[src/rtl/multibyte_add_seq.sv]
// Byte-serial wide add/subtract sequencer driving one external 8-bit adder.
// Operands are latched on start; one byte is processed per cycle, LSB first,
// and the full-width result, carry-out and signed overflow are reported with
// a one-cycle done pulse.
module multibyte_add_seq #(
  parameter int unsigned NBYTES = 4
) (
  input  logic                  clk,
  input  logic                  rst_n,
  input  logic                  start,
  input  logic                  sub,
  input  logic                  cin,
  input  logic [8*NBYTES-1:0]   op_a,
  input  logic [8*NBYTES-1:0]   op_b,
  output logic                  busy,
  output logic                  done,
  output logic [8*NBYTES-1:0]   result,
  output logic                  cout,
  output logic                  ovf,
  output logic [7:0]            add_a,
  output logic [7:0]            add_b,
  output logic                  add_cin,
  input  logic [7:0]            add_sum,
  input  logic                  add_cout
);

  localparam int unsigned W  = 8 * NBYTES;
  localparam int unsigned IW = $clog2(NBYTES);
  localparam logic [IW-1:0] LAST = IW'(NBYTES - 1);

  typedef enum logic [1:0] {
    IDLE,
    RUN,
    DONE
  } state_e;

  state_e          state_q, state_d;
  logic [IW-1:0]   idx_q, idx_d;
  logic [W-1:0]    a_q, a_d;
  logic [W-1:0]    b_q, b_d;
  logic            carry_q, carry_d;
  logic [W-1:0]    result_q, result_d;
  logic            cout_q, cout_d;
  logic            ovf_q, ovf_d;

  logic [7:0]      a_byte;
  logic [7:0]      b_byte;

  // Current operand bytes selected by the byte index.
  always_comb begin
    a_byte = a_q[{idx_q, 3'b000} +: 8];
    b_byte = b_q[{idx_q, 3'b000} +: 8];
  end

  // Next-state, datapath updates and adder/handshake outputs.
  always_comb begin
    state_d  = state_q;
    idx_d    = idx_q;
    a_d      = a_q;
    b_d      = b_q;
    carry_d  = carry_q;
    result_d = result_q;
    cout_d   = cout_q;
    ovf_d    = ovf_q;
    busy     = 1'b0;
    done     = 1'b0;
    add_a    = '0;
    add_b    = '0;
    add_cin  = 1'b0;

    case (state_q)
      IDLE: begin
        if (start) begin
          state_d  = RUN;
          a_d      = op_a;
          // Subtraction is A + ~B + 1, so B is stored pre-inverted.
          b_d      = sub ? ~op_b : op_b;
          carry_d  = sub | cin;
          idx_d    = '0;
          result_d = '0;
        end
      end
      RUN: begin
        busy    = 1'b1;
        add_a   = a_byte;
        add_b   = b_byte;
        add_cin = carry_q;
        result_d[{idx_q, 3'b000} +: 8] = add_sum;
        carry_d = add_cout;
        if (idx_q == LAST) begin
          state_d = DONE;
          cout_d  = add_cout;
          ovf_d   = (a_byte[7] == b_byte[7]) && (add_sum[7] != a_byte[7]);
        end else begin
          idx_d = idx_q + IW'(1);
        end
      end
      DONE: begin
        busy    = 1'b1;
        done    = 1'b1;
        state_d = IDLE;
      end
      default: begin
        state_d = IDLE;
      end
    endcase
  end

  // State and datapath registers; reset clears everything, aborting any run.
  always_ff @(posedge clk or negedge rst_n) begin
    if (!rst_n) begin
      state_q  <= IDLE;
      idx_q    <= '0;
      a_q      <= '0;
      b_q      <= '0;
      carry_q  <= 1'b0;
      result_q <= '0;
      cout_q   <= 1'b0;
      ovf_q    <= 1'b0;
    end else begin
      state_q  <= state_d;
      idx_q    <= idx_d;
      a_q      <= a_d;
      b_q      <= b_d;
      carry_q  <= carry_d;
      result_q <= result_d;
      cout_q   <= cout_d;
      ovf_q    <= ovf_d;
    end
  end

  assign result = result_q;
  assign cout   = cout_q;
  assign ovf    = ovf_q;

endmodule

[config.mk]
export PLATFORM = sky130hd
export DESIGN_NAME = multibyte_add_seq
export DESIGN_NICKNAME = d
export VERILOG_FILES = /design/src/rtl/multibyte_add_seq.sv
export SDC_FILE = /design/constraint.sdc
export NUM_CORES = 1
export LEC_CHECK = 0
export ABC_AREA = 1
export CORE_ASPECT_RATIO = 0.6
export CORE_MARGIN = 2
export CORE_UTILIZATION = 49
export CTS_CLUSTER_SIZE = 30
export DETAILED_ROUTE_END_ITERATION = 6
export HOLD_SLACK_MARGIN = 0.12
export MAX_ROUTING_LAYER = met4
export PLACE_DENSITY = 0.81
export SETUP_SLACK_MARGIN = 0.2
export SKIP_CTS_REPAIR_TIMING = 1
export SLEW_MARGIN = 20
export SYNTH_ARGS = -nofsm -noshare
export SYNTH_HDL_FRONTEND = slang
export SYNTH_SLANG_ARGS = --single-unit
[constraint.sdc]
create_clock -name clk -period 2.2 [get_ports clk]
set_clock_uncertainty 0.1 [all_clocks]
set_input_delay 0.22 -clock clk [delete_from_list [all_inputs] [get_ports clk]]
set_output_delay 0.22 -clock clk [all_outputs]
set_load 0.02 [all_outputs]
==> flow_summary.toml <==
[synthesis]
muxShareOfSynthArea_pct = 7.05
synth_top_family_by_area = "simple AND/OR/NAND/NOR gates"
synth_fp_nets = 644
synthFlopType = "dfrtp_1"
synth.yosys.seq_area_share_pct = 50.4
syn_area_um2 = 5110
synth-xor-area-share_pct = 5.48
synth_common_cells = "135 x nand2_1, 103 x dfrtp_1, 75 x nor2_1"
synth_simple_gate_area_share_pct = 17.0
synthCells = 556
syn_area_per_cell_um2 = 9.19
synth_compound_area_share_pct = 12.9
yosys.cell_types.count = 28
yosys.area_share.adder_pct = 2.45
yosys.area.top_type_share_pct = 50.4
synth_edf_count = 0
synth_top_area_cell = "dfrtp_1"
yosys-top-cells-area = "dfrtp_1 50%, nand2_1 9.9%, mux2_2 7.1%"
synthMostInstantiatedCell = "nand2_1"
ys_ff_latch = 103
yosys_warnings = 0
synthArstFlopShare_pct = 100

[routing]
drtIter0Drc = 286
drc = 0
antenna_left = 0
viasPerCell = 5.14
wire_per_inst_um = 16.2
drtPass1Iterations = 5
vias = 4238
finalWirelength_mm = 13.4

[worst_hold_path]
hold_path_class = "primary input to async pin"

[timing]
finalCritPeriodShare_pct = 90.1
rsz0062_at_grt = "yes"
period_minus_slack_ps = 1980
finalHoldViolCount = 0
maxSlewViolCount = 0
fmax_ghz = 0.504
setup-tns-final_ps = 0
worst_pin_slew_ps = 549
hold_ws_ps = 308
setup_violations = 0
max_slew_margin_pct = 63.4

[final_layout]
regArea_um2 = 2580
finalNonFillerCells = 824
nets = 772
finalInstanceArea_um2 = 6900
multiInputGateArea_um2 = 2360
n_antenna_cell = 0
drive_gt1_share_pct = 16.5
area_growth_pct = 34.9
fillers = 781

[clock_tree]
htreeDepth = 3
cts_buffer_depth = 2
cts.sinks = 103
cts.clk_slew.worst_paths_ps = 60
root_buffer = "clkbuf_16"
cts_made_buffers = 9
cts_tree = "built"
clkLatencyLatePin_ps = 350

[place]
numPortBuffers = 130
gp_congestion = 0.966
dpl.cell_count = 805
place_area_um2 = 6560
dp_hpwl_mm = 9.99

[power]
switching_share_pct = 41.0
power_switching_mw = 3.61
p_clk_share_pct = 18.6
p_seq_share_pct = 34.7
internal_power_mw = 5.18
pwr-share-comb_pct = 46.7
total_power_mw = 8.79
cellLeakagePower_nw = 3.05
power-per-cell-area_nw_per_um2 = 1270
ir_drop_v = 0.000798

[flow_run]
drv_cap = 0

[floorplanning]
die_x_um = 136
io_pins = 131
die_y_um = 83.1
start_util_pct = 51.2
rows = 28
core-area_um2 = 9980
dieArea_um2 = 11300

[setup_path]
critPathCaptureType = "primary output"
critPathMaxStageDelay_ps = 470
worstSetupPathType = "flop to primary output"
critPathSlowestCell = "dfrtp_2"
critPathTopFamily = "flip-flops"
r2r-start = "state_q[1]"
crit_fanout = 25
critPathRequiredTime_ps = 1880
cp_num_buf_inv = 2
path_cells = "buf_12, nor2_1, nor2_1, o21ai_0, a21oi_1, buf_2"
crit_top_cell = "nor2_1"
cp-startpoint = "idx_q[0]"
start_kind = "flop"
critPathArrivalTime_ps = 1660

[global_routing]
grtUsageTotal_pct = 25.3
grt-ovfl-total = 0
grt_pass1_vias = 4171
grt_pass1_wl_mm = 21.5
grt_antenna_before_repair = 0
grt_max_degree = 50

[status]
status = "completed"
-- placed cells by master (no fill, tap or decap), drive strengths merged --
cell	synthesis	final
dlygate4sd3	0	1
clkbuf	6	21
nand4	1	1
dfrtp	103	103
clkdlybuf4s50	0	109
mux2	32	32
and3	1	1
o21ai	93	93
clkinv	1	4
nand3	7	7
nand2	136	136
o31ai	1	1
nand3b	1	1
xnor2	32	32
bufinv	0	1
buf	25	24
ha	10	10
dlymetal6s2s	0	4
a21oi	17	17
inv	12	13
nor3	3	3
nor2	75	75
-- power groups by stage --
stage                     logic (mW)  registers (mW)  clock network, mW
final                           4.10            3.05               1.64
after global routing            4.52            3.13               1.77
after CTS                       4.10            3.03               1.67
after detailed placement        4.07            3.05                  0
after global placement          3.93            3.03                  0
after floorplan                 2.73            3.00                  0
-- final cells by class --
type,instances,area share (%)
timing repair buffer,147,20.5
inverter,13,0.853
tap,135,2.45
clock inverter,4,0.762
multi-input combinational,409,34.2
clock buffer,12,3.72
sequential,103,37.4
timing repair inverter,1,0.0907
-- state kept, by name, indices dropped and copies added, names as in the netlist --
register and flops:
a_q 32, b_q 32, result 32, idx_q 2, state_q 2, carry_q 1
cout 1, ovf 1
-- per-layer routing --
| metal | vias to the layer above | share of wire [%] | GRT usage, % | wire length, um |
|---|---|---|---|---|
| li1 | 2066 | - | - | - |
| met1 | 2001 | 48 | 36.8 | 6390 |
| met2 | 153 | 43 | 35.6 | 5820 |
| met3 | 18 | 7.5 | 6.59 | 1010 |
| met4 | 0 | 1.3 | 5.68 | 173 |
| met5 | - | 0 | - | 0 |
-- logic make-up (layout without fill, tap and decap cells) --
| group | Yosys count | after routing |
|---|---|---|
| simple gates | 224 | 224 |
| compound gates | 111 | 111 |
| flops | 103 | 103 |
| buf+inv | 44 | 177 |
| xor+xnor | 32 | 32 |
| mux | 32 | 32 |
| fa+ha+maj | 10 | 10 |
-- final timing paths --
path | slack, ps | endpoint | cells after the start
worst min register to register | 380 | result[22] | 2
min in group clk | 350 | b_q[8] | 4
worst max-delay path | 220 | add_a[0] | 6
worst min-delay path | 310 | result[25] | 2
max in group asynchronous | 1030 | a_q[1] | 3
worst max register to register | 240 | result[10] | 7
-- metrics by stage --
step / util [%] / worst slack, ps
5_1_grt: 69.1 / 88.5
6_report: 69.1 / 217
3_3_place_gp: 65.7 / 144
3_5_place_dp: 65.7 / 22.2
2_1_floorplan: - / 177
4_1_cts: 68.8 / -258
No activity file was read; power rests on OpenSTA's default activity.
